$ cat config.mk
export PLATFORM = sky130hd
export DESIGN_NAME = histogram_frame_controller_flat
export DESIGN_NICKNAME = d
export VERILOG_FILES = /design/src/rtl/histogram_frame_controller_pkg.sv /design/src/rtl/histogram_frame_controller_if.sv /design/src/rtl/histogram_frame_controller_peak.sv /design/src/rtl/histogram_frame_controller.sv /design/src/flat_wrapper.sv
export SDC_FILE = /design/constraint.sdc
export NUM_CORES = 1
export LEC_CHECK = 0
export CORE_UTILIZATION = 51
export DETAILED_ROUTE_END_ITERATION = 6
export GPL_TIMING_DRIVEN = 0
export PLACE_DENSITY = 0.78
export SYNTH_ARGS = -nofsm -noshare
export SYNTH_HDL_FRONTEND = slang
export SYNTH_SLANG_ARGS = --single-unit
$ cat constraint.sdc
create_clock -name clk -period 3.2 [get_ports clk]
set_input_delay 0.8 -clock clk [delete_from_list [all_inputs] [get_ports clk]]
set_output_delay 0.8 -clock clk [all_outputs]
set_load 0.05 [all_outputs]
$ cat src/rtl/histogram_frame_controller_pkg.sv
// Shared types and default dimensions for the histogram frame controller.
package hist_ctrl_pkg;

    localparam int ADDR_W          = 8;
    localparam int BIN_W           = 8;
    localparam int DEF_X_WIDTH     = 240;
    localparam int DEF_Y_HEIGHT    = 180;
    localparam int DEF_STOP_CYCLES = 2;
    localparam int DEF_TIMEOUT     = 1023;

    typedef enum logic [2:0] {
        S_IDLE     = 3'd0,
        S_START    = 3'd1,
        S_SCAN     = 3'd2,
        S_STOP     = 3'd3,
        S_READ     = 3'd4,
        S_COLLECT  = 3'd5,
        S_CLEAR    = 3'd6,
        S_WAIT_CLR = 3'd7
    } state_t;

endpackage

$ cat src/rtl/histogram_frame_controller_if.sv
// Pixel stream, histogram control/read bus and frame status of the controller.
interface histogram_frame_controller_if;
    import hist_ctrl_pkg::*;

    logic              frameStart;
    logic              abort;
    logic              pixelIn;
    logic              pixelValid;
    logic              pixelReady;
    logic [ADDR_W-1:0] xAddress;
    logic [ADDR_W-1:0] yAddress;
    logic              pixelData;
    logic              startHistogram;
    logic              stopHistogram;
    logic              readHistogram;
    logic              clearHistogram;
    logic [BIN_W-1:0]  xHistogramOut;
    logic [BIN_W-1:0]  yHistogramOut;
    logic              xValid;
    logic              yValid;
    logic              histogramClear;
    logic [ADDR_W-1:0] xPeakIdx;
    logic [ADDR_W-1:0] yPeakIdx;
    logic [BIN_W-1:0]  xPeakCnt;
    logic [BIN_W-1:0]  yPeakCnt;
    logic              resultValid;
    logic              busy;
    logic              timeoutErr;

    modport master (
        input  frameStart, abort, pixelIn, pixelValid,
        input  xHistogramOut, yHistogramOut, xValid, yValid, histogramClear,
        output pixelReady, xAddress, yAddress, pixelData,
        output startHistogram, stopHistogram, readHistogram, clearHistogram,
        output xPeakIdx, yPeakIdx, xPeakCnt, yPeakCnt,
        output resultValid, busy, timeoutErr
    );

    modport slave (
        output frameStart, abort, pixelIn, pixelValid,
        output xHistogramOut, yHistogramOut, xValid, yValid, histogramClear,
        input  pixelReady, xAddress, yAddress, pixelData,
        input  startHistogram, stopHistogram, readHistogram, clearHistogram,
        input  xPeakIdx, yPeakIdx, xPeakCnt, yPeakCnt,
        input  resultValid, busy, timeoutErr
    );

endinterface

$ cat src/rtl/histogram_frame_controller_peak.sv
// Running maximum of a valid-qualified count stream; ties keep the earliest index.
module hist_peak_tracker #(
    parameter int IDX_W = 8,
    parameter int CNT_W = 8
) (
    input  logic             clk,
    input  logic             reset,
    input  logic             i_clear,
    input  logic             i_valid,
    input  logic [IDX_W-1:0] i_idx,
    input  logic [CNT_W-1:0] i_cnt,
    output logic [IDX_W-1:0] o_max_idx,
    output logic [CNT_W-1:0] o_max_cnt
);

    logic [IDX_W-1:0] r_max_idx;
    logic [CNT_W-1:0] r_max_cnt;

    always_ff @(posedge clk) begin
        if (reset || i_clear) begin
            r_max_idx <= '0;
            r_max_cnt <= '0;
        end else if (i_valid && (i_cnt > r_max_cnt)) begin
            r_max_idx <= i_idx;
            r_max_cnt <= i_cnt;
        end
    end

    assign o_max_idx = r_max_idx;
    assign o_max_cnt = r_max_cnt;

endmodule

$ cat src/rtl/histogram_frame_controller.sv
// Frame sequencer for computeHistogram: rasterises the pixel stream, drives the
// histogram control pulses and reports the peak x/y bin of each frame.
//   state    | meaning
//   IDLE     | waiting for frameStart
//   START    | startHistogram pulse, addresses (0,0)
//   SCAN     | accepting pixels, x outer / y inner
//   STOP     | stopHistogram for STOP_CYCLES cycles
//   READ     | readHistogram pulse
//   COLLECT  | tracking peaks over the streamed bins
//   CLEAR    | clearHistogram pulse
//   WAIT_CLR | waiting for histogramClear
module histogram_frame_controller
    import hist_ctrl_pkg::*;
#(
    parameter int X_WIDTH     = DEF_X_WIDTH,
    parameter int Y_HEIGHT    = DEF_Y_HEIGHT,
    parameter int STOP_CYCLES = DEF_STOP_CYCLES,
    parameter int TIMEOUT     = DEF_TIMEOUT
) (
    input  logic clk,
    input  logic reset,
    histogram_frame_controller_if.master bus
);

    localparam int CNT_W   = ADDR_W + 1;
    localparam int TMR_MAX = (TIMEOUT > STOP_CYCLES) ? TIMEOUT : STOP_CYCLES;
    localparam int TMR_W   = $clog2(TMR_MAX + 1);

    localparam logic [ADDR_W-1:0] X_LAST   = ADDR_W'(X_WIDTH - 1);
    localparam logic [ADDR_W-1:0] Y_LAST   = ADDR_W'(Y_HEIGHT - 1);
    localparam logic [CNT_W-1:0]  X_BEATS  = CNT_W'(X_WIDTH);
    localparam logic [CNT_W-1:0]  Y_BEATS  = CNT_W'(Y_HEIGHT);
    localparam logic [TMR_W-1:0]  TMR_TO   = TMR_W'(TIMEOUT - 1);
    localparam logic [TMR_W-1:0]  TMR_STOP = TMR_W'(STOP_CYCLES);

    state_t            r_state;
    logic [ADDR_W-1:0] r_x;
    logic [ADDR_W-1:0] r_y;
    logic [CNT_W-1:0]  r_xb;
    logic [CNT_W-1:0]  r_yb;
    logic [TMR_W-1:0]  r_tmr;

    logic              r_ready;
    logic [ADDR_W-1:0] r_xaddr;
    logic [ADDR_W-1:0] r_yaddr;
    logic              r_pdata;
    logic              r_start;
    logic              r_stop;
    logic              r_read;
    logic              r_clear;
    logic [ADDR_W-1:0] r_xpk_idx;
    logic [ADDR_W-1:0] r_ypk_idx;
    logic [BIN_W-1:0]  r_xpk_cnt;
    logic [BIN_W-1:0]  r_ypk_cnt;
    logic              r_result;
    logic              r_busy;
    logic              r_err;

    logic              w_abort;
    logic              w_xbeat;
    logic              w_ybeat;
    logic              w_trk_clr;
    logic [ADDR_W-1:0] w_xmax_idx;
    logic [ADDR_W-1:0] w_ymax_idx;
    logic [BIN_W-1:0]  w_xmax_cnt;
    logic [BIN_W-1:0]  w_ymax_cnt;

    assign w_abort   = bus.abort &&
                       (r_state inside {S_START, S_SCAN, S_STOP, S_READ, S_COLLECT});
    // Beats past the expected bin count are dropped before reaching the trackers.
    assign w_xbeat   = (r_state == S_COLLECT) && bus.xValid && (r_xb < X_BEATS);
    assign w_ybeat   = (r_state == S_COLLECT) && bus.yValid && (r_yb < Y_BEATS);
    assign w_trk_clr = (r_state == S_READ);

    hist_peak_tracker #(.IDX_W(ADDR_W), .CNT_W(BIN_W)) u_x_peak (
        .clk       (clk),
        .reset     (reset),
        .i_clear   (w_trk_clr),
        .i_valid   (w_xbeat),
        .i_idx     (r_xb[ADDR_W-1:0]),
        .i_cnt     (bus.xHistogramOut),
        .o_max_idx (w_xmax_idx),
        .o_max_cnt (w_xmax_cnt)
    );

    hist_peak_tracker #(.IDX_W(ADDR_W), .CNT_W(BIN_W)) u_y_peak (
        .clk       (clk),
        .reset     (reset),
        .i_clear   (w_trk_clr),
        .i_valid   (w_ybeat),
        .i_idx     (r_yb[ADDR_W-1:0]),
        .i_cnt     (bus.yHistogramOut),
        .o_max_idx (w_ymax_idx),
        .o_max_cnt (w_ymax_cnt)
    );

    always_ff @(posedge clk) begin
        if (reset) begin
            r_state   <= S_IDLE;
            r_x       <= '0;
            r_y       <= '0;
            r_xb      <= '0;
            r_yb      <= '0;
            r_tmr     <= '0;
            r_ready   <= 1'b0;
            r_xaddr   <= '0;
            r_yaddr   <= '0;
            r_pdata   <= 1'b0;
            r_start   <= 1'b0;
            r_stop    <= 1'b0;
            r_read    <= 1'b0;
            r_clear   <= 1'b0;
            r_xpk_idx <= '0;
            r_ypk_idx <= '0;
            r_xpk_cnt <= '0;
            r_ypk_cnt <= '0;
            r_result  <= 1'b0;
            r_busy    <= 1'b0;
            r_err     <= 1'b0;
        end else begin
            r_start  <= 1'b0;
            r_read   <= 1'b0;
            r_clear  <= 1'b0;
            r_result <= 1'b0;
            if (w_xbeat) r_xb <= r_xb + 1'b1;
            if (w_ybeat) r_yb <= r_yb + 1'b1;

            if (w_abort) begin
                r_state <= S_CLEAR;
                r_clear <= 1'b1;
                r_ready <= 1'b0;
                r_pdata <= 1'b0;
                r_stop  <= 1'b0;
            end else begin
                case (r_state)
                    S_IDLE: begin
                        if (bus.frameStart) begin
                            r_state <= S_START;
                            r_start <= 1'b1;
                            r_busy  <= 1'b1;
                            r_err   <= 1'b0;
                            r_x     <= '0;
                            r_y     <= '0;
                            r_xaddr <= '0;
                            r_yaddr <= '0;
                            r_pdata <= 1'b0;
                        end
                    end
                    S_START: begin
                        r_state <= S_SCAN;
                        r_ready <= 1'b1;
                    end
                    S_SCAN: begin
                        if (bus.pixelValid) begin
                            r_pdata <= bus.pixelIn;
                            r_xaddr <= r_x;
                            r_yaddr <= r_y;
                            if (r_y == Y_LAST) begin
                                r_y <= '0;
                                if (r_x == X_LAST) begin
                                    r_state <= S_STOP;
                                    r_ready <= 1'b0;
                                    r_tmr   <= TMR_STOP;
                                end else begin
                                    r_x <= r_x + 1'b1;
                                end
                            end else begin
                                r_y <= r_y + 1'b1;
                            end
                        end else begin
                            r_pdata <= 1'b0;
                        end
                    end
                    // First STOP cycle still presents the last pixel, so the
                    // stop pulse starts one cycle later and never overlaps data.
                    S_STOP: begin
                        r_pdata <= 1'b0;
                        if (r_tmr == '0) begin
                            r_stop  <= 1'b0;
                            r_read  <= 1'b1;
                            r_state <= S_READ;
                        end else begin
                            r_stop <= 1'b1;
                            r_tmr  <= r_tmr - 1'b1;
                        end
                    end
                    S_READ: begin
                        r_state <= S_COLLECT;
                        r_tmr   <= TMR_TO;
                        r_xb    <= '0;
                        r_yb    <= '0;
                    end
                    S_COLLECT: begin
                        if ((r_xb == X_BEATS) && (r_yb == Y_BEATS)) begin
                            r_xpk_idx <= w_xmax_idx;
                            r_xpk_cnt <= w_xmax_cnt;
                            r_ypk_idx <= w_ymax_idx;
                            r_ypk_cnt <= w_ymax_cnt;
                            r_result  <= 1'b1;
                            r_clear   <= 1'b1;
                            r_state   <= S_CLEAR;
                        end else if (r_tmr == '0) begin
                            r_err   <= 1'b1;
                            r_clear <= 1'b1;
                            r_state <= S_CLEAR;
                        end else begin
                            r_tmr <= r_tmr - 1'b1;
                        end
                    end
                    S_CLEAR: begin
                        r_state <= S_WAIT_CLR;
                        r_tmr   <= TMR_TO;
                    end
                    S_WAIT_CLR: begin
                        if (bus.histogramClear) begin
                            r_state <= S_IDLE;
                            r_busy  <= 1'b0;
                        end else if (r_tmr == '0) begin
                            r_err   <= 1'b1;
                            r_state <= S_IDLE;
                            r_busy  <= 1'b0;
                        end else begin
                            r_tmr <= r_tmr - 1'b1;
                        end
                    end
                    default: begin
                        r_state <= S_IDLE;
                        r_busy  <= 1'b0;
                    end
                endcase
            end
        end
    end

    assign bus.pixelReady     = r_ready;
    assign bus.xAddress       = r_xaddr;
    assign bus.yAddress       = r_yaddr;
    assign bus.pixelData      = r_pdata;
    assign bus.startHistogram = r_start;
    assign bus.stopHistogram  = r_stop;
    assign bus.readHistogram  = r_read;
    assign bus.clearHistogram = r_clear;
    assign bus.xPeakIdx       = r_xpk_idx;
    assign bus.yPeakIdx       = r_ypk_idx;
    assign bus.xPeakCnt       = r_xpk_cnt;
    assign bus.yPeakCnt       = r_ypk_cnt;
    assign bus.resultValid    = r_result;
    assign bus.busy           = r_busy;
    assign bus.timeoutErr     = r_err;

endmodule

$ cat src/flat_wrapper.sv
// flat-port wrapper written by rule: the top's interface ports become plain ports
module histogram_frame_controller_flat import hist_ctrl_pkg::*;
#(
    parameter int X_WIDTH     = DEF_X_WIDTH,
    parameter int Y_HEIGHT    = DEF_Y_HEIGHT,
    parameter int STOP_CYCLES = DEF_STOP_CYCLES,
    parameter int TIMEOUT     = DEF_TIMEOUT
)
  (clk, reset, bus_frameStart, bus_abort, bus_pixelIn, bus_pixelValid, bus_xHistogramOut, bus_yHistogramOut, bus_xValid, bus_yValid, bus_histogramClear, bus_pixelReady, bus_xAddress, bus_yAddress, bus_pixelData, bus_startHistogram, bus_stopHistogram, bus_readHistogram, bus_clearHistogram, bus_xPeakIdx, bus_yPeakIdx, bus_xPeakCnt, bus_yPeakCnt, bus_resultValid, bus_busy, bus_timeoutErr);
  histogram_frame_controller_if bus_i ();
  input  logic clk;
  input  logic reset;
  input wire logic [$bits(bus_i.frameStart)-1:0] bus_frameStart;
  input wire logic [$bits(bus_i.abort)-1:0] bus_abort;
  input wire logic [$bits(bus_i.pixelIn)-1:0] bus_pixelIn;
  input wire logic [$bits(bus_i.pixelValid)-1:0] bus_pixelValid;
  input wire logic [$bits(bus_i.xHistogramOut)-1:0] bus_xHistogramOut;
  input wire logic [$bits(bus_i.yHistogramOut)-1:0] bus_yHistogramOut;
  input wire logic [$bits(bus_i.xValid)-1:0] bus_xValid;
  input wire logic [$bits(bus_i.yValid)-1:0] bus_yValid;
  input wire logic [$bits(bus_i.histogramClear)-1:0] bus_histogramClear;
  output wire logic [$bits(bus_i.pixelReady)-1:0] bus_pixelReady;
  output wire logic [$bits(bus_i.xAddress)-1:0] bus_xAddress;
  output wire logic [$bits(bus_i.yAddress)-1:0] bus_yAddress;
  output wire logic [$bits(bus_i.pixelData)-1:0] bus_pixelData;
  output wire logic [$bits(bus_i.startHistogram)-1:0] bus_startHistogram;
  output wire logic [$bits(bus_i.stopHistogram)-1:0] bus_stopHistogram;
  output wire logic [$bits(bus_i.readHistogram)-1:0] bus_readHistogram;
  output wire logic [$bits(bus_i.clearHistogram)-1:0] bus_clearHistogram;
  output wire logic [$bits(bus_i.xPeakIdx)-1:0] bus_xPeakIdx;
  output wire logic [$bits(bus_i.yPeakIdx)-1:0] bus_yPeakIdx;
  output wire logic [$bits(bus_i.xPeakCnt)-1:0] bus_xPeakCnt;
  output wire logic [$bits(bus_i.yPeakCnt)-1:0] bus_yPeakCnt;
  output wire logic [$bits(bus_i.resultValid)-1:0] bus_resultValid;
  output wire logic [$bits(bus_i.busy)-1:0] bus_busy;
  output wire logic [$bits(bus_i.timeoutErr)-1:0] bus_timeoutErr;
  assign bus_i.frameStart = bus_frameStart;
  assign bus_i.abort = bus_abort;
  assign bus_i.pixelIn = bus_pixelIn;
  assign bus_i.pixelValid = bus_pixelValid;
  assign bus_i.xHistogramOut = bus_xHistogramOut;
  assign bus_i.yHistogramOut = bus_yHistogramOut;
  assign bus_i.xValid = bus_xValid;
  assign bus_i.yValid = bus_yValid;
  assign bus_i.histogramClear = bus_histogramClear;
  assign bus_pixelReady = bus_i.pixelReady;
  assign bus_xAddress = bus_i.xAddress;
  assign bus_yAddress = bus_i.yAddress;
  assign bus_pixelData = bus_i.pixelData;
  assign bus_startHistogram = bus_i.startHistogram;
  assign bus_stopHistogram = bus_i.stopHistogram;
  assign bus_readHistogram = bus_i.readHistogram;
  assign bus_clearHistogram = bus_i.clearHistogram;
  assign bus_xPeakIdx = bus_i.xPeakIdx;
  assign bus_yPeakIdx = bus_i.yPeakIdx;
  assign bus_xPeakCnt = bus_i.xPeakCnt;
  assign bus_yPeakCnt = bus_i.yPeakCnt;
  assign bus_resultValid = bus_i.resultValid;
  assign bus_busy = bus_i.busy;
  assign bus_timeoutErr = bus_i.timeoutErr;
  histogram_frame_controller #(.X_WIDTH(X_WIDTH), .Y_HEIGHT(Y_HEIGHT), .STOP_CYCLES(STOP_CYCLES), .TIMEOUT(TIMEOUT)) u_core (.clk(clk), .reset(reset), .bus(bus_i));
endmodule
# Word level (Yosys, flattened, before mapping)
# Index checks and enable logic that the tools add are counted.
word_totals:
  regBits: 136
  word_cells: 158
  output_inout_bits: 57
classes:
  mux: 58
  n_addsub: 5
  reduce_logical: 33
  n_lt_le_gt_ge: 4
  eq_ne: 28
  n_bitwise: 4
op_table:
  columns: ["cell", "n"]
  rows:
  - ["$mux W8", 8]
  - ["$pmux W8 S2", 4]
  - ["$mux W10", 6]
  - ["$mux W9", 6]
  - ["$pmux W10 S5", 1]
  - ["$mux W3", 10]
  - ["$pmux W3 S8", 1]
  - ["$reduce_and A7 Y1", 3]
  - ["$add A9 B1 Y9 const B", 2]
  - ["$eq A9 B8 Y1 const B", 2]
  - ["$lt A9 B8 Y1 const B", 2]
  - ["$mux W1", 18]
  - ["$ne A3 B2 Y1 const B", 6]
  - ["$add A8 B1 Y8 const B", 2]
  - ["$eq A8 B8 Y1 const B", 2]
  - ["$gt A8 B8 Y1", 2]
  - ["$ne A2 B2 Y1 const B", 8]
  - ["$eq A3 B3 Y1 const B", 4]
  - ["$reduce_and A4 Y1", 3]
  - ["$logic_not A10 Y1", 1]
  - ["$reduce_bool A5 Y1", 2]
  - ["$sub A10 B1 Y10 const B", 1]
  - ["$reduce_or A3 Y1", 3]
  - ["$logic_and A1 B1 Y1", 8]
  - ["other kinds (17)", 27]

# Logic depth before layout (Yosys ltp)
# Gate-level depths: netlist of run 1.
logic_depth:
  ltp_word: 6
  ltp_mapped: 10
  ltp_nobuf: 8

# Hierarchy
# A second synthesis of run 1 with hierarchy kept.
unflattened:
  hier_cells: 772
  area_unflattened_um2: 6457.4
modules_own_cells:
  columns: ["mod", "seq_area_each_um2", "instances", "area_each_um2", "cells_per_inst"]
  rows:
  - ["histogram_frame_controller", 2082.0, 1, 4688.2, 574]
  - ["hist_peak_tracker", 320.3, 2, 884.6, 99]

# Worst setup path after synthesis of run 1
# OpenSTA, ideal clock, no wires.
synth_path:
  kind: "input to register"
  start: "input port bus_yHistogramOut[7]"
  end: "register u_core.u_y_peak.r_max_idx[2] (netlist: u_core.u_y_peak.o_max_idx[2])"
  setup_ns: 0.128
  stages: 8
  path_buffers: 1
  arrival_time_ns: 2.401
  path_slack_ns: 0.671
  path_cell_list: "ha_1 > nand2_1 > nor2_1 > o21ai_0 > a221oi_4 > buf_6 > mux2i_1 > nor2_1"
synth_via:
  elab_chain_cells: 2
synth_rtl:
  columns: ["item", "line_no", "text"]
  rows:
  - ["start: declaration", "flat_wrapper.sv:18", "input wire logic [$bits(bus_i.yHistogramOut)-1:0] bus_yHistogramOut;"]
  - ["$gt A8 B8 Y1", "histogram_frame_controller_peak.sv:23", "end else if (i_valid && (i_cnt > r_max_cnt)) begin"]
  - ["$logic_and A1 B1 Y1", "histogram_frame_controller_peak.sv:23", null]
  - ["end signal: assignment", "histogram_frame_controller_peak.sv:24", "r_max_idx <= i_idx;"]
  - ["end: declaration", "histogram_frame_controller_peak.sv:16", "logic [IDX_W-1:0] r_max_idx;"]
# No other way between the ends.
# A chain may end at the register's enable or synchronous reset.

# Worst setup path in the final report of run 1
layout_path:
  start: "input port bus_yHistogramOut[7]"
  end: "register u_core.u_y_peak.r_max_cnt[5] (netlist: u_core.u_y_peak.o_max_cnt[5])"
layout_via:
  elab_chain_cells: 2
layout_rtl:
  columns: ["item", "line_no", "text"]
  rows:
  - ["$gt A8 B8 Y1", "histogram_frame_controller_peak.sv:23", null]
  - ["$logic_and A1 B1 Y1", "histogram_frame_controller_peak.sv:23", null]
  - ["end signal: assignment", "histogram_frame_controller_peak.sv:25", "r_max_cnt <= i_cnt;"]
  - ["end: declaration", "histogram_frame_controller_peak.sv:17", "logic [CNT_W-1:0] r_max_cnt;"]
# No other way between the ends.

==> metrics.yaml, run 1 <==
routedWlPerCell_um: 14.8
cts_setup_buffers: 0
insertion_delay_ns: 0.41
rsz0062_at_grt: "false"
initial_utilization_pct: 53.1
drv_cap: 0
whs_path_depth: 2
cpMostUsedCell: "nor2_1"
syn_avg_cell_area_um2: 8.51
fill_cells: 949
grt_pass1_wl_mm: 25.1
async_flop_share_pct: 0
power.leakage_nw: 2.86
dr.pass1.iters: 6
layout-drive-gt1-share_pct: 7.69
synth_common_cells: "dfxtp_1 (136), nand2_1 (124), nor2_1 (97)"
grt.total_usage_pct: 24.9
syn2layout_area_growth_pct: 25.6
clock_sinks: 136
synth_warnings: 0
numPortBuffers: 80
nNetsFinal: 869
grt_max_degree: 17
post_cts_resized: 0
tritoncts: "yes"
cts_root_buf: "clkbuf_16"
yosys.cell_types.count: 66
final_cell_count_no_fill: 975
holdWs_ns: 0.450
rows: 39
r2r-start: "u_core.r_tmr[1]"
vias_per_cell: 5.49
placed_cells: 945
vdd_ir_drop_max_mv: 0.460
rr_endpoint: "u_core.r_state[0]"
critPathMaxFanout: 10
dp_hpwl_mm: 10.5
grt-ovfl-total: 0
violations: "DRC"
cts-htree-levels: 4
synth_top_cell_by_area: "dfxtp_1"
drc_errors: 9
synthesis.nets: 770
crit_path_end_kind: "register"
multiInputGateArea_um2: 3070
vias: 5355
cp-start-kind: "input pin"
die_w_um: 112
synth_seq_cells: 136
synth-edff-count: 0
fin_setup_tns_ns: 0
layout_worst_path_cycle_share_pct: 89.3
synth_cells: 722
cp_slowest_cell: "a221oi_4"
rr_worst_depth: 8
setup-violations-final: 0
critPathArrivalTime_ns: 3.14
path_cells: "clkdlybuf4s50_1 > ha_1 > nand2_1 > nor2_1 > o21ai_0 > a221oi_4 > buf_6 > mux2i_1 > nor2_1"
synth_area_um2: 6140
antennaDiodeCount: 0
clk_pin_slew_ns: 0.05
synth_ff_type: "dfxtp_1"
die_area_um2: 12500
p_per_area_nw_per_um2: 665
ant_nets: 0
slew_headroom_pct: 57.7
r2r_slack_ns: 0.71
path_class: "input pin to register"
yosysSeqAreaShare_pct: 44.3
grt_pass1_vias: 5421
die_h_um: 112
hold_viol: 0
hp-class: "register to register"
critPathMaxStageDelay_ns: 0.52
netlist_top_cells_area: "dfxtp_1 (44%), nand2_1 (7.6%), a21oi_1 (6.4%), nor2_1 (5.9%), mux2i_1 (5.4%)"
worst_slew_pin_slew_ns: 0.635
ff_latch_area_um2: 2720
min_to: "u_core.bus.xPeakCnt[2]"
worstPathRequired_ns: 3.48
drt_iter0_markers: 290
clock_path_buffers: 2
clock-skew-final_ns: 0.00678
num_io_pins: 82
place_congestion: 0.901
p_total_mw: 5.13
drv_slew: 0
hold_buffers: 0
outcome: "complete, but fails checks"
synth_top_area_share_pct: 44.3
wirelength_mm: 14.4
antenna_found_initial: 0
yosysMostFrequentCell: "dfxtp_1"
period_needed_ns: 2.86
min_from: "u_core.bus.xPeakCnt[2]"
fmax_ghz: 0.350
core_um2: 11600
numCtsBuffers: 17
-- critical path, delay by kind of cell --
kind	cells	cell delay, ns
AO/OA/AOI/OAI	2	0.74
adder cells (fa/ha/maj)	1	0.31
buffers and inverters	2	0.69
multiplexers	1	0.23
AND/OR/NAND/NOR	3	0.36
-- worst max-delay path by stage --
| stage | slack (ns) | start | cells after the start | end |
|---|---|---|---|---|
| 5_1_grt | 0.19 | bus_yHistogramOut[7] | 9 | u_core.u_y_peak.o_max_cnt[5] |
| 4_1_cts | 0.34 | bus_yHistogramOut[7] | 9 | u_core.u_y_peak.o_max_cnt[5] |
| 2_1_floorplan | 0.67 | bus_yHistogramOut[7] | 8 | u_core.u_y_peak.o_max_idx[2] |
| 6_report | 0.34 | bus_yHistogramOut[7] | 9 | u_core.u_y_peak.o_max_cnt[5] |
| 3_5_place_dp | -0.10 | bus_yHistogramOut[7] | 9 | u_core.u_y_peak.o_max_cnt[5] |
| 3_3_place_gp | 0.007 | bus_yHistogramOut[7] | 9 | u_core.u_y_peak.o_max_cnt[6] |
-- cell families (layout without fill, tap and decap cells) --
logic type	after synthesis	in the layout	share of synthesized area (%)
buf+inv	71	181	5.74
simple gates	302	302	22.3
fa+ha+maj	23	23	4.69
xor+xnor	24	24	3.42
flops	136	136	44.3
mux	34	34	5.56
compound gates	132	132	13.9
-- state kept, by name, indices dropped and copies added, names as in the netlist, 3 cells and up --
signal and cells:
u_core.r_tmr 10, u_core.u_x_peak.o_max_idx 8, u_core.u_y_peak.o_max_idx 8, u_core.u_x_peak.o_max_cnt 8
u_core.bus.yPeakIdx 8, u_core.r_x 8, u_core.bus.yPeakCnt 8, u_core.bus.xPeakCnt 8
u_core.r_y 8, u_core.u_y_peak.o_max_cnt 8, u_core.bus.xPeakIdx 8, u_core.r_state 3
u_core.r_xb 9, u_core.bus.yAddress 8, u_core.r_yb 9, u_core.bus.xAddress 8
-- cell usage in the layout, fill, tap and decap left out, types with 3 or more instances in the layout --
cell | netlist | routed
nor2_1 | 97 | 97
xnor2_1 | 12 | 12
or3_1 | 5 | 5
xor2_1 | 12 | 12
nor3b_1 | 3 | 3
nand4_1 | 13 | 13
inv_1 | 34 | 34
nor4_1 | 4 | 4
and3_1 | 4 | 4
bufinv_16 | 0 | 3
nand3_1 | 10 | 10
buf_6 | 5 | 5
clkbuf_1 | 18 | 19
a21oi_1 | 79 | 79
buf_2 | 7 | 7
dfxtp_1 | 136 | 136
nand2b_1 | 4 | 4
ha_1 | 23 | 23
nand2_1 | 124 | 124
a31oi_1 | 4 | 4
clkbuf_16 | 0 | 17
buf_1 | 3 | 3
or2_0 | 3 | 3
clkbuf_8 | 2 | 5
clkdlybuf4s50_1 | 0 | 80
a41oi_1 | 4 | 4
nor3_1 | 8 | 8
o21ai_0 | 15 | 15
nor2b_1 | 9 | 9
mux2i_1 | 33 | 33
clkinv_2 | 0 | 5
o21bai_1 | 3 | 3
and4_1 | 3 | 3
-- layer usage --
metal  GRT usage (%)  up-vias  part of all wire [%]
met5               0        -                     0
met1            29.3     2542                    43
met2            44.3      140                    51
met3            5.50       20                   4.8
met4            9.01        0                   1.3
li1                -     2653                     -
-- report_power, final --
group	internal [mW]	total, mW	switching, mW
Clock	1.27	1.96	0.686
Combinational	0.492	1.31	0.822
Sequential	1.78	1.86	0.0787
-- per-stage QoR --
stage / worst slack [ns] / area (µm²) / utilization, %
3_5_place_dp: -0.103 / 7120 / 61.6
3_3_place_gp: 0.00676 / 7120 / 61.6
5_1_grt: 0.194 / 7720 / 66.7
4_1_cts: 0.341 / 7720 / 66.7
2_1_floorplan: 0.671 / 6140 / -
6_report: 0.341 / 7720 / 66.7
-- area by class of cell --
| type | instances | area share [%] |
|---|---|---|
| buffer | 37 | 2.92 |
| clock buffer | 21 | 6.10 |
| clock inverter | 9 | 1.61 |
| inverter | 34 | 1.65 |
| multi-input combinational | 515 | 39.7 |
| sequential | 136 | 35.3 |
| tap | 143 | 2.32 |
| timing repair buffer | 80 | 10.4 |
Power figures use the tool's default switching activity.
==> run 2: changes to the inputs <==
Settings changed: CORE_ASPECT_RATIO from default to 1.25.
==> metrics.yaml, run 2 (synthesis gave the netlist of run 1 again) <==
outcome: "finished, final reports clean"
r2r_slack_ns: 0.74  # +0.03 ns
clkPwrFrac_pct: 38.3  # +0.2 points
grt.total_usage_pct: 24.4  # -0.48 points
critPathArrivalTime_ns: 3.18  # +0.04 ns
vias_per_cell: 5.37  # -2.3%
vdd_ir_drop_max_mv: 0.432  # -6.2%
dpl_cell_area_um2: 7140  # +0.32%
p_int_mw: 3.51  # -0.94%
period_needed_ns: 2.89  # +0.0312 ns
p_per_area_nw_per_um2: 665  # about the same
ant_nets: 0  # unchanged
layout-drive-gt1-share_pct: 7.80  # +0.11 points
clock_sinks: 136  # unchanged
setup-violations-final: 0  # unchanged
path_class: "input pin to register"
seq_power_share_pct: 36.2  # about the same
clock_path_buffers: 2  # unchanged
antennaDiodeCount: 0  # unchanged
largest_register_ffs: 10  # unchanged
layout_worst_path_cycle_share_pct: 90.3  # +0.97 points
worst_slew_pin_slew_ns: 0.718  # +0.0823 ns
drc_errors: 0  # -9
grt_max_degree: 17  # unchanged
final_cell_mix: "dfxtp_1 (136), nand2_1 (124), nor2_1 (97)"
cts_root_buf: "clkbuf_16"
dr.pass1.iters: 5  # -1
routedWlPerCell_um: 14.7  # -0.55%
hold_buffers: 0  # unchanged
p_comb_share_pct: 25.6  # about the same
clock-skew-final_ns: 0.00865  # +0.00186 ns
cts_setup_buffers: 0  # unchanged
core_um2: 11700  # +0.92%
p_sw_mw: 1.63  # +3.0%
rows: 44  # +13%
grt_pass1_wl_mm: 24.3  # -3.1%
hold_viol: 0  # unchanged
mostFrequentLayoutCell: "dfxtp_1"
slew_headroom_pct: 52.2  # -5.5 points
die_area_um2: 12500  # about the same
die_w_um: 100  # -10%
critPathMaxFanout: 10  # unchanged
numPortBuffers: 80  # unchanged
rsz0062_at_grt: "false"
grt-ovfl-total: 0  # unchanged
post_cts_resized: 0  # unchanged
hp-class: "register to register"
vias: 5333  # -0.41%
pre_cts_ws_ns: -0.0698  # +0.0333 ns
clk_pin_slew_ns: 0.06  # about the same
nNetsFinal: 869  # unchanged
num_io_pins: 82  # unchanged
top_register: "u_core.r_tmr"
insertion_delay_ns: 0.42  # about the same
die_h_um: 125  # +12%
power.leakage_nw: 2.85  # -0.33%
crit_path_end_kind: "register"
cp-start-kind: "input pin"
place_congestion: 0.862  # -4.3%
wirelength_mm: 14.6  # +1.4%
fmax_ghz: 0.346  # -1.1%
numCtsBuffers: 17  # unchanged
drv_cap: 0  # unchanged
drv_slew: 0  # unchanged
initial_utilization_pct: 52.6  # -0.48 points
grt_pass1_vias: 5259  # -3.0%
dp_hpwl_mm: 10.5  # -0.40%
tritoncts: "yes"
swShare_pct: 31.8  # +0.84 points
antenna_found_initial: 0  # unchanged
layout_setup_ws_ns: 0.310  # -0.0312 ns
p_total_mw: 5.15  # +0.29%
final_cell_area_um2: 7740  # +0.29%
syn2layout_area_growth_pct: 26.0
worstPathRequired_ns: 3.49  # about the same
drt_iter0_markers: 234  # -19%
cts-htree-levels: 4  # unchanged
reg_top3: "u_core.r_tmr (10), u_core.r_xb (9), u_core.r_yb (9)"
## run 2: metal layers
metal	wire length, µm	global-route usage [%]	vias to the layer above
met3	569	5.39	26
met4	308	8.70	0
met5	0	0	-
met2	7770	44.8	141
met1	5950	27.1	2516
li1	-	-	2650
## run 2: path summary, 6_finish.rpt
kind                          startpoint                      endpoint  cells after the start
setup / recovery    bus_yHistogramOut[6]  u_core.u_y_peak.o_max_idx[3]                      9
hold reg to reg   u_core.bus.xPeakIdx[2]        u_core.bus.xPeakIdx[2]                      2
hold / removal    u_core.bus.xPeakIdx[2]        u_core.bus.xPeakIdx[2]                      2
setup reg to reg          u_core.r_yb[4]        u_core.bus.yPeakCnt[7]                      7
## run 2: stage by stage
step                util [%]  TNS, ns  hold WS [ns]  cells
floorplan                  -        0         0.436    722
global placement        61.2        0         0.438    963
detailed placement      61.2   -0.343         0.445    963
CTS                     66.3        0         0.453    994
global route            66.3        0         0.470    994
finish                  66.3        0         0.450    994
## run 2: power by group through the flow
stage | logic, mW | registers, mW | clock network, mW
detailed placement | 1.29 | 1.90 | 0
floorplan | 0.919 | 1.95 | 0
finish | 1.32 | 1.86 | 1.97
CTS | 1.30 | 1.86 | 1.99
global placement | 1.25 | 1.89 | 0
global route | 1.46 | 1.88 | 2.07
## run 2: cell type report
cell class | count | area [µm²]
well taps | 161 | 201
clock buffers | 19 | 443
fillers | 958 | 3930
clock inverters | 12 | 151
multi-input cells | 515 | 3070
inverters | 34 | 128
flip-flops and latches | 136 | 2720
plain buffers | 37 | 225
repair buffers | 80 | 801
## run 2: worst max-delay path, stage by stage
cell             delay, ns
clkdlybuf4s50_1       0.46
ha_1                  0.32
nand2_1               0.07
nor2_1                0.22
o21ai_0               0.19
a221oi_4              0.56
buf_6                 0.26
mux2i_1               0.23
nor2_1                0.06
==> run 3: changes to the inputs <==
Settings changed: CORE_MARGIN from default to 4, PLACE_DENSITY 0.78 to 0.71.
==> metrics.yaml, run 3 (synthesis gave the netlist of run 1 again) <==
cts-htree-levels: 4  # unchanged
numPortBuffers: 80  # unchanged
die_area_um2: 13900  # +11%
final_cell_mix: "dfxtp_1 (136), nand2_1 (124), nor2_1 (97)"
fmax_ghz: 0.348  # +0.59%
core_um2: 11700  # +0.47%
slew_headroom_pct: 56.3  # +4.2 points
vias_per_cell: 5.34  # -0.50%
rr_endpoint: "u_core.bus.xPeakCnt[7]"
syn2layout_area_growth_pct: 26.7
tritoncts: "yes"
crit_path_end: "u_core.u_y_peak.o_max_idx[1]"
cts_root_buf: "clkbuf_16"
worst_slew_pin_slew_ns: 0.655  # -0.0624 ns
ant_nets: 0  # unchanged
dr.pass1.iters: 6  # +1
antenna_found_initial: 0  # unchanged
nNetsFinal: 869  # unchanged
mostFrequentLayoutCell: "dfxtp_1"
crit_start: "bus_yHistogramOut[7]"
die_h_um: 131  # +4.8%
setup-violations-final: 0  # unchanged
grt_pass1_wl_mm: 24.3  # about the same
hold_viol: 0  # unchanged
grt.total_usage_pct: 21.7  # -2.7 points
numCtsBuffers: 17  # unchanged
grt-ovfl-total: 0  # unchanged
cts_setup_buffers: 0  # unchanged
wirelength_mm: 14.5  # -0.79%
grt_pass1_vias: 5326  # +1.3%
reg_top3: "u_core.r_tmr (10), u_core.r_xb (9), u_core.r_yb (9)"
drc_errors: 0  # unchanged
clock-skew-final_ns: 0.00938  # +0.000731 ns
grt_max_degree: 17  # unchanged
place_congestion: 0.885  # +2.7%
drt_iter0_markers: 192  # -18%
drv_cap: 0  # unchanged
layout_worst_path_cycle_share_pct: 89.8  # -0.53 points
clk_pin_slew_ns: 0.06  # about the same
holdWs_ns: 0.448  # -0.00207 ns
fill_cells: 1013  # +5.7%
power.leakage_nw: 2.86  # +0.54%
final_cell_area_um2: 7780  # +0.58%
layout_setup_ws_ns: 0.327  # +0.0170 ns
outcome: "finished, final reports clean"
largest_register_ffs: 10  # unchanged
top_register: "u_core.r_tmr"
period_needed_ns: 2.87  # -0.0170 ns
worstPathRequired_ns: 3.49  # about the same
rows: 44  # unchanged
routedWlPerCell_um: 14.6  # -0.69%
vias: 5301  # -0.60%
p_per_area_nw_per_um2: 679  # +2.2%
r2r-start: "u_core.r_yb[4]"
dp_hpwl_mm: 10.7  # +1.4%
initial_utilization_pct: 52.4  # -0.25 points
vdd_ir_drop_max_mv: 0.442  # +2.4%
critPathMaxFanout: 10  # unchanged
dpl_cell_area_um2: 7140  # unchanged
hp-class: "register to register"
layout-drive-gt1-share_pct: 7.81  # +0.0094 points
rr_worst_depth: 7  # unchanged
clock_sinks: 136  # unchanged
r2r_slack_ns: 0.69  # -0.05 ns
path_class: "input pin to register"
clock_path_buffers: 2  # unchanged
num_io_pins: 82  # unchanged
die_w_um: 106  # +6.0%
crit_path_end_kind: "register"
rsz0062_at_grt: "false"
critPathArrivalTime_ns: 3.16  # -0.02 ns
drv_slew: 0  # unchanged
hold_buffers: 0  # unchanged
cp-start-kind: "input pin"
insertion_delay_ns: 0.41  # about the same
pre_cts_ws_ns: -0.0626  # +0.00720 ns
post_cts_resized: 0  # unchanged
antennaDiodeCount: 0  # unchanged
[run 3: how the worst min path moves through the flow]
stage,from,end,slack [ns],cells after the start
6_report,u_core.bus.xPeakCnt[1],u_core.bus.xPeakCnt[1],0.45,2
5_1_grt,u_core.bus.xPeakCnt[2],u_core.bus.xPeakCnt[2],0.47,2
4_1_cts,u_core.bus.xPeakCnt[1],u_core.bus.xPeakCnt[1],0.45,2
3_5_place_dp,u_core.bus.xPeakCnt[1],u_core.bus.xPeakCnt[1],0.44,2
3_3_place_gp,u_core.bus.xPeakCnt[4],u_core.bus.xPeakCnt[4],0.44,2
2_1_floorplan,u_core.u_y_peak.o_max_idx[0],u_core.bus.yPeakIdx[0],0.44,2
[run 3: through the flow]
stage	power, mW	std cells	setup TNS [ns]	utilization, %
global route	5.55	993	0	66.4
CTS	5.31	993	0	66.4
finish	5.29	993	0	66.4
floorplan	2.87	722	0	-
detailed placement	3.18	963	-0.514	60.9
global placement	3.15	963	-0.136	60.9
[run 3: final cells by class]
| class | count | area [µm²] | area share (%) |
|---|---|---|---|
| inverters | 34 | 128 | 1.64 |
| clock inverters | 12 | 200 | 2.57 |
| clock buffers | 18 | 439 | 5.64 |
| plain buffers | 37 | 225 | 2.89 |
| well taps | 161 | 201 | 2.59 |
| multi-input cells | 515 | 3070 | 39.4 |
| repair buffers | 80 | 801 | 10.3 |
| flip-flops and latches | 136 | 2720 | 35.0 |
[run 3: critical path, cell delays in order]
cell and delay [ns]:
clkdlybuf4s50_1 0.45, ha_1 0.32, nand2_1 0.07, nor2_1 0.21, o21ai_0 0.19, a221oi_4 0.55
buf_6 0.27, mux2i_1 0.23, nor2_1 0.06
[run 3: routing by layer]
layer / share of wire, % / vias to the layer above / GRT usage, %
met5: 0 / - / 0
met4: 2.1 / 0 / 8.92
met3: 3.3 / 24 / 4.96
met2: 53 / 107 / 40.6
met1: 42 / 2518 / 23.6
li1: - / 2652 / -
[run 3: power by group]
group          internal (mW)  switching [mW]  total (mW)
Combinational          0.491           0.813        1.30
Clock                   1.39           0.730        2.12
Sequential              1.78          0.0778        1.86
Total                   3.67            1.62        5.29
